[src/rtl/game_sequencer_pkg.sv]
// Shared state encodings for the shooter game-flow controller.
package game_sequencer_pkg;

  localparam int unsigned StateW = 3;

  typedef enum logic [StateW-1:0] {
    StAttract = 3'd0,
    StPlay    = 3'd1,
    StPaused  = 3'd2,
    StHit     = 3'd3,
    StOver    = 3'd4
  } state_e;

endpackage

[src/rtl/game_sequencer_btn_debounce.sv]
// Button conditioner: 2-FF synchroniser, stability counter, 1-CLK pulse on debounced press.
module game_sequencer_btn_debounce #(
  parameter int unsigned DEBOUNCE_CYC = 1_000_000
) (
  input  logic CLK,
  input  logic rst,
  input  logic btn_i,
  output logic press_o
);

  localparam int unsigned CntW = $clog2(DEBOUNCE_CYC + 1);

  logic [1:0]      sync_q;
  logic            level_q, level_d;
  logic [CntW-1:0] cnt_q, cnt_d;
  logic            press_q;

  // Level only flips after DEBOUNCE_CYC consecutive samples disagreeing with it.
  always_comb begin
    level_d = level_q;
    cnt_d   = '0;
    if (sync_q[1] != level_q) begin
      if (cnt_q == CntW'(DEBOUNCE_CYC - 1)) begin
        level_d = sync_q[1];
      end else begin
        cnt_d = cnt_q + 1'b1;
      end
    end
  end

  always_ff @(posedge CLK) begin
    if (rst) begin
      sync_q  <= '0;
      level_q <= 1'b0;
      cnt_q   <= '0;
      press_q <= 1'b0;
    end else begin
      sync_q  <= {sync_q[0], btn_i};
      level_q <= level_d;
      cnt_q   <= cnt_d;
      press_q <= level_d & ~level_q;
    end
  end

  assign press_o = press_q;

endmodule

[src/rtl/game_sequencer.sv]
// Game-flow controller: ATTRACT/PLAY/PAUSED/HIT/OVER FSM with lives, score and invulnerability.
module game_sequencer
  import game_sequencer_pkg::*;
#(
  parameter int unsigned DEBOUNCE_CYC  = 1_000_000,
  parameter int unsigned LIVES         = 3,
  parameter int unsigned HIT_FRAMES    = 60,
  parameter int unsigned INVULN_FRAMES = 120,
  parameter int unsigned BONUS         = 10,
  parameter int unsigned SCORE_W       = 16
) (
  input  logic               CLK,
  input  logic               rst,
  input  logic               i_pix_stb,
  input  logic               i_animate,
  input  logic               i_pause_btn,
  input  logic               i_start_btn,
  input  logic               i_collide,
  input  logic               i_target_hit,
  output logic               o_run,
  output logic               o_sprite_rst,
  output logic               o_flash,
  output logic [StateW-1:0]  o_state,
  output logic [2:0]         o_lives,
  output logic [SCORE_W-1:0] o_score
);

  // At least 4 bits so invuln_q[3] always exists for the blink.
  localparam int unsigned InvW = ($clog2(INVULN_FRAMES + 1) > 4) ? $clog2(INVULN_FRAMES + 1) : 4;
  localparam int unsigned HitW = ($clog2(HIT_FRAMES + 1) > 1) ? $clog2(HIT_FRAMES + 1) : 1;

  state_e             state_q, state_d;
  logic [2:0]         lives_q, lives_d;
  logic [SCORE_W-1:0] score_q, score_d;
  logic [InvW-1:0]    invuln_q, invuln_d;
  logic [HitW-1:0]    hit_cnt_q, hit_cnt_d;
  logic               coll_seen_q, coll_seen_d;
  logic               sprite_rst_q, sprite_rst_d;

  logic             start_press, pause_press;
  logic             coll_set, coll_hit;
  logic [SCORE_W:0] score_inc, score_sum;

  game_sequencer_btn_debounce #(
    .DEBOUNCE_CYC(DEBOUNCE_CYC)
  ) u_start_db (
    .CLK    (CLK),
    .rst    (rst),
    .btn_i  (i_start_btn),
    .press_o(start_press)
  );

  game_sequencer_btn_debounce #(
    .DEBOUNCE_CYC(DEBOUNCE_CYC)
  ) u_pause_db (
    .CLK    (CLK),
    .rst    (rst),
    .btn_i  (i_pause_btn),
    .press_o(pause_press)
  );

  always_comb begin
    state_d      = state_q;
    lives_d      = lives_q;
    score_d      = score_q;
    invuln_d     = invuln_q;
    hit_cnt_d    = hit_cnt_q;
    sprite_rst_d = 1'b0;

    coll_set    = i_collide & i_pix_stb & (state_q == StPlay) & (invuln_q == '0);
    coll_hit    = coll_seen_q | coll_set;
    coll_seen_d = i_animate ? 1'b0 : coll_hit;

    score_inc = '0;
    if (i_animate)    score_inc = score_inc + 1'b1;
    if (i_target_hit) score_inc = score_inc + (SCORE_W + 1)'(BONUS);
    score_sum = {1'b0, score_q} + score_inc;

    case (state_q)
      StAttract: begin
        if (start_press) begin
          state_d   = StPlay;
          lives_d   = 3'(LIVES);
          score_d   = '0;
          invuln_d  = '0;
          hit_cnt_d = '0;
        end
      end
      StPlay: begin
        score_d = score_sum[SCORE_W] ? '1 : score_sum[SCORE_W-1:0];
        if (i_animate && (invuln_q != '0)) invuln_d = invuln_q - 1'b1;
        // A collision on this frame outranks a simultaneous pause press.
        if (i_animate && coll_hit) begin
          hit_cnt_d = '0;
          if (lives_q > 3'd1) begin
            lives_d = lives_q - 3'd1;
            state_d = StHit;
          end else begin
            lives_d = '0;
            state_d = StOver;
          end
        end else if (pause_press) begin
          state_d = StPaused;
        end
      end
      StPaused: begin
        if (pause_press) state_d = StPlay;
      end
      StHit: begin
        if (i_animate) begin
          if (hit_cnt_q == HitW'(HIT_FRAMES - 1)) begin
            hit_cnt_d = '0;
            invuln_d  = InvW'(INVULN_FRAMES);
            state_d   = StPlay;
          end else begin
            hit_cnt_d = hit_cnt_q + 1'b1;
          end
        end
      end
      StOver: begin
        lives_d = '0;
        if (start_press) begin
          state_d      = StPlay;
          lives_d      = 3'(LIVES);
          score_d      = '0;
          invuln_d     = '0;
          hit_cnt_d    = '0;
          sprite_rst_d = 1'b1;
        end
      end
      default: state_d = StAttract;
    endcase

    if (state_d == StAttract) sprite_rst_d = 1'b1;
  end

  always_ff @(posedge CLK) begin
    if (rst) begin
      state_q      <= StAttract;
      lives_q      <= 3'(LIVES);
      score_q      <= '0;
      invuln_q     <= '0;
      hit_cnt_q    <= '0;
      coll_seen_q  <= 1'b0;
      sprite_rst_q <= 1'b1;
    end else begin
      state_q      <= state_d;
      lives_q      <= lives_d;
      score_q      <= score_d;
      invuln_q     <= invuln_d;
      hit_cnt_q    <= hit_cnt_d;
      coll_seen_q  <= coll_seen_d;
      sprite_rst_q <= sprite_rst_d;
    end
  end

  assign o_run        = (state_q == StPlay);
  assign o_sprite_rst = sprite_rst_q;
  assign o_flash      = (state_q == StPlay) & (invuln_q != '0) & invuln_q[3];
  assign o_state      = state_q;
  assign o_lives      = lives_q;
  assign o_score      = score_q;

endmodule

[config.mk]
export PLATFORM = sky130hd
export DESIGN_NAME = game_sequencer
export DESIGN_NICKNAME = d
export VERILOG_FILES = /design/src/rtl/game_sequencer_pkg.sv /design/src/rtl/game_sequencer_btn_debounce.sv /design/src/rtl/game_sequencer.sv
export SDC_FILE = /design/constraint.sdc
export NUM_CORES = 1
export LEC_CHECK = 0
export ABC_CLOCK_PERIOD_IN_PS = 2600
export BUFFER_PORTS_ARGS = -buffer_cell sky130_fd_sc_hd__clkbuf_2
export CORE_AREA = 2 2 91 136
export DETAILED_ROUTE_END_ITERATION = 7
export DIE_AREA = 0 0 93 138
export SYNTH_ARGS = -nofsm -noshare
export SYNTH_HDL_FRONTEND = slang
export SYNTH_SLANG_ARGS = --single-unit
[constraint.sdc]
create_clock -name CLK -period 2.6 [get_ports CLK]
set_clock_uncertainty 0.15 [all_clocks]
set_input_delay 0.65 -clock CLK [delete_from_list [all_inputs] [get_ports CLK]]
set_output_delay 0.65 -clock CLK [all_outputs]
set_load 0.02 [all_outputs]
==> flow_summary_export.csv <==
group,metric,value,unit
run_status,outcome,"finished clean",
critical_path,r2r_slack,340,ps
logic_synthesis,synth_async_sr_flop_share,0,
critical_path,end_kind,"output pin",
grt,grtUsageTotal,0.156,
critical_path,cp.required,1800,ps
critical_path,max_stage_delay,450,ps
logic_synthesis,synth_ff_type,"dfxtp_1",
routing,drtIter0Drc,160,
place,gp_congestion,0.852,
clock_tree,clock_tree.buffer_depth,2,
routing,firstDrtPassIters,4,
place,dpl_cell_area,4610,µm²
hold_path,hp-class,"register to register",
routing,viasPerCell,5.32,
grt,antenna_found_initial,0,
pwr,power.density,530,nW/µm²
grt,grt_pass1_wl,16600,µm
routing,wirelength,9840,µm
sta,finalSetupViolations,0,
floorplan,rows,49,
cells_and_area,stdcell_area,4910,µm²
critical_path,reg2reg_depth,8,
cells_and_area,layout-drive-gt1-share,0.145,
clock_tree,htreeDepth,3,
critical_path,cp_top_family,"buffers and inverters",
logic_synthesis,ys_seq_elements,85,
critical_path,crit_arrival,1690,ps
clock_tree,clock_sinks,85,
pwr,vdd_drop_max,0.331,mV
floorplan,io_pins,33,
critical_path,reg2reg_from,"o_score[0]",
critical_path,rr_endpoint,"o_score[14]",
pwr,power_frac_seq,0.503,
routing,met1Wirelength,4170,µm
pwr,p_sw,0.554,mW
logic_synthesis,syn_inst,511,
place,dp_hpwl,7110,µm
pwr,pwr-share-comb,0.017,
pwr,leakagePower,1.72,nW
cells_and_area,num-fill-cells,1188,
sta,final_max_slew_viol_count,0,
pwr,swShare,0.213,
pwr,clkPwrFrac,0.480,
run,maxCapViolCount,0,
sta,timing.setup.tns,0,ps
clock_tree,holdBufCountCts,0,
grt,grt-ovfl-total,0,
routing,met2_length,5200,µm
cells_and_area,mostFrequentLayoutCells,"84 x dfxtp_1, 79 x nor2_1, 35 x o21ai_0",
sta,worst_pin_slew,664,ps
hold_path,min_from,"u_start_db.sync_q[0]",
routing,drtAntennaViolNets,0,
place,port_buffers,32,
clock_tree,cts_buffers,9,
critical_path,crit_slowest_cell,"or3b_4",
floorplan,die_h,138,µm
routing,drc_errors,0,
logic_synthesis,synth_cell_types,54,
hold_path,holdPathEnd,"u_start_db.sync_q[1]",
logic_synthesis,synth_area,4200,µm²
pwr,p_int,2.05,mW
routing,routed-via-count,3782,
cells_and_area,post-route-util,0.417,
place,post-place-cells,695,
routing,wl_per_cell,13.8,µm
cells_and_area,layout.nets,572,
sta,fin_crit_sh,0.958,
logic_synthesis,syn_nets,530,
cells_and_area,area_growth,16.8,%
pwr,finalPower,2.60,mW
cells_and_area,layout_commonest_cell,"dfxtp_1",
routing,wl_met3,291,µm
sta,rsz0062_at_grt,"false",
floorplan,core,11800,µm²
clock_tree,root_buffer,"clkbuf_16",
hold_path,holdPathStages,1,
clock_tree,clk_latency,330,ps
sta,final.min_clock_period,2490,ps
logic_synthesis,ys_warn_count,0,
cells_and_area,antennaDiodeCount,0,
clock_tree,cts_tree,"done",
logic_synthesis,synth_area_per_cell,8.22,µm²
floorplan,die_w,93,µm
clock_tree,path_clk_slew,60,ps
floorplan,design.die.area,12800,µm²
logic_synthesis,yosysSeqAreaShare,0.405,
sta,max-slew-margin-rel,0.556,
logic_synthesis,synth_edf_count,0,
floorplan,start_util,0.357,
critical_path,start_kind,"register",
critical_path,worst-path-max-fanout,11,
critical_path,criticalPathCategory,"register to output pin",
sta,fmax,0.402,GHz
cells_and_area,instances_no_fill,711,
critical_path,critical_path_buf_inv_count,3,
grt,grt_max_degree,21,
sta,hold_violations,0,
grt,first_global_vias,3598,
critical_path,crit_path_cell_trace,"or3b_4 -> inv_2 -> buf_4 -> clkbuf_2",
routing,top_layer,"met4",
worst max-delay path by stage:
stage	startpoint	to	slack, ps	cells past startpoint
floorplan	o_state[1]	o_flash	30	7
global placement	i_animate	o_score[14]	70	9
detailed placement	i_animate	o_score[14]	-100	9
CTS	o_state[2]	o_run	60	4
global route	o_state[2]	o_run	50	4
finish	o_state[2]	o_run	110	4
through the flow:
stage	setup slack (ps)	hold WS [ps]
detailed placement	-104	298
CTS	59.0	311
global route	45.2	322
floorplan	29.4	264
global placement	72.4	289
finish	110	304
state kept, by name (all words and copies together), names as in the netlist:
signal and cells:
u_start_db.cnt_q 20, o_score 16, u_pause_db.press_o 1, invuln_q 7, u_pause_db.sync_q 2, o_sprite_rst 1
u_pause_db.cnt_q 20, o_state 3, hit_cnt_q 6, u_start_db.sync_q 2, o_lives 3, coll_seen_q 1
u_pause_db.level_q 1, u_start_db.level_q 1, u_start_db.press_o 1
worst register-to-register path, stage by stage, from the launching register on:
cell and delay [ps]:
dfxtp_1 360, ha_1 180, inv_1 60, fa_1 410, and3b_1 260, nor2_1 100, nor2_1 140, a31oi_1 100
a2111oi_0 390
metal layers:
| metal | vias to the layer above | GRT usage |
|---|---|---|
| met3 | 11 | 0.0289 |
| met2 | 67 | 0.277 |
| li1 | 1891 | - |
| met5 | - | 0 |
| met1 | 1813 | 0.183 |
| met4 | 0 | 0.0588 |
final cells by class:
cell class / instances / area, µm² / area share
Clock buffer: 12 / 267 / 0.0543
Clock inverter: 4 / 31.3 / 0.00637
Inverter: 19 / 71.3 / 0.0145
Multi-Input combinational cell: 388 / 2350 / 0.478
Sequential cell: 85 / 1710 / 0.347
Tap cell: 153 / 191 / 0.0390
Timing Repair Buffer: 50 / 295 / 0.0602
kinds of logic after synthesis:
kind of cell,share of synthesized area
AO/OA/AOI/OAI,0.143
XOR/XNOR,0.0813
adder cells (fa/ha/maj),0.0345
buffers and inverters,0.0375
flip-flops,0.405
multiplexers,0.0119
AND/OR/NAND/NOR,0.287
synthesized netlist by cell type (4+ instances only):
cell      instances  area (µm²)
ha_1             10         125
and3_1            7        43.8
clkbuf_1         12        45.0
nor4b_1           8        70.1
and2_1            5        31.3
mux2i_1           5        50.1
xnor2_1          25         219
nand4_1          11        68.8
nor2_1           79         297
nor2b_1           9        56.3
and4_1            5        43.8
inv_1            19        71.3
nor3_1           25         125
xor2_1           14         123
nand3_1          21         105
or4_1             4        30.0
a31oi_1           6        37.5
or3_1             5        31.3
o21a_1            4        30.0
buf_2             5        25.0
a21oi_1          33         165
a21o_1            4        30.0
nand2_1          26        97.6
o21ai_0          35         175
dfxtp_1          85        1700
nor4_1            8        50.1
power by group through the flow:
stage / logic (mW) / clock network [mW] / registers [mW]
after CTS: 0.0452 / 1.28 / 1.31
final: 0.0451 / 1.25 / 1.31
after global placement: 0.0444 / 0 / 1.34
after global routing: 0.0497 / 1.34 / 1.31
after floorplan: 0.0262 / 0 / 1.34
after detailed placement: 0.0451 / 0 / 1.34
what timing repair did:
item                                   in CTS  in global routing
setup endpoints to repair                   1                  1
buffers inserted                            0                  0
endpoints found under the hold margin       0                  0
gates cloned                                0                  0
gates resized for setup                     2                  1
Note: power is estimated with default switching activity, not from simulation.
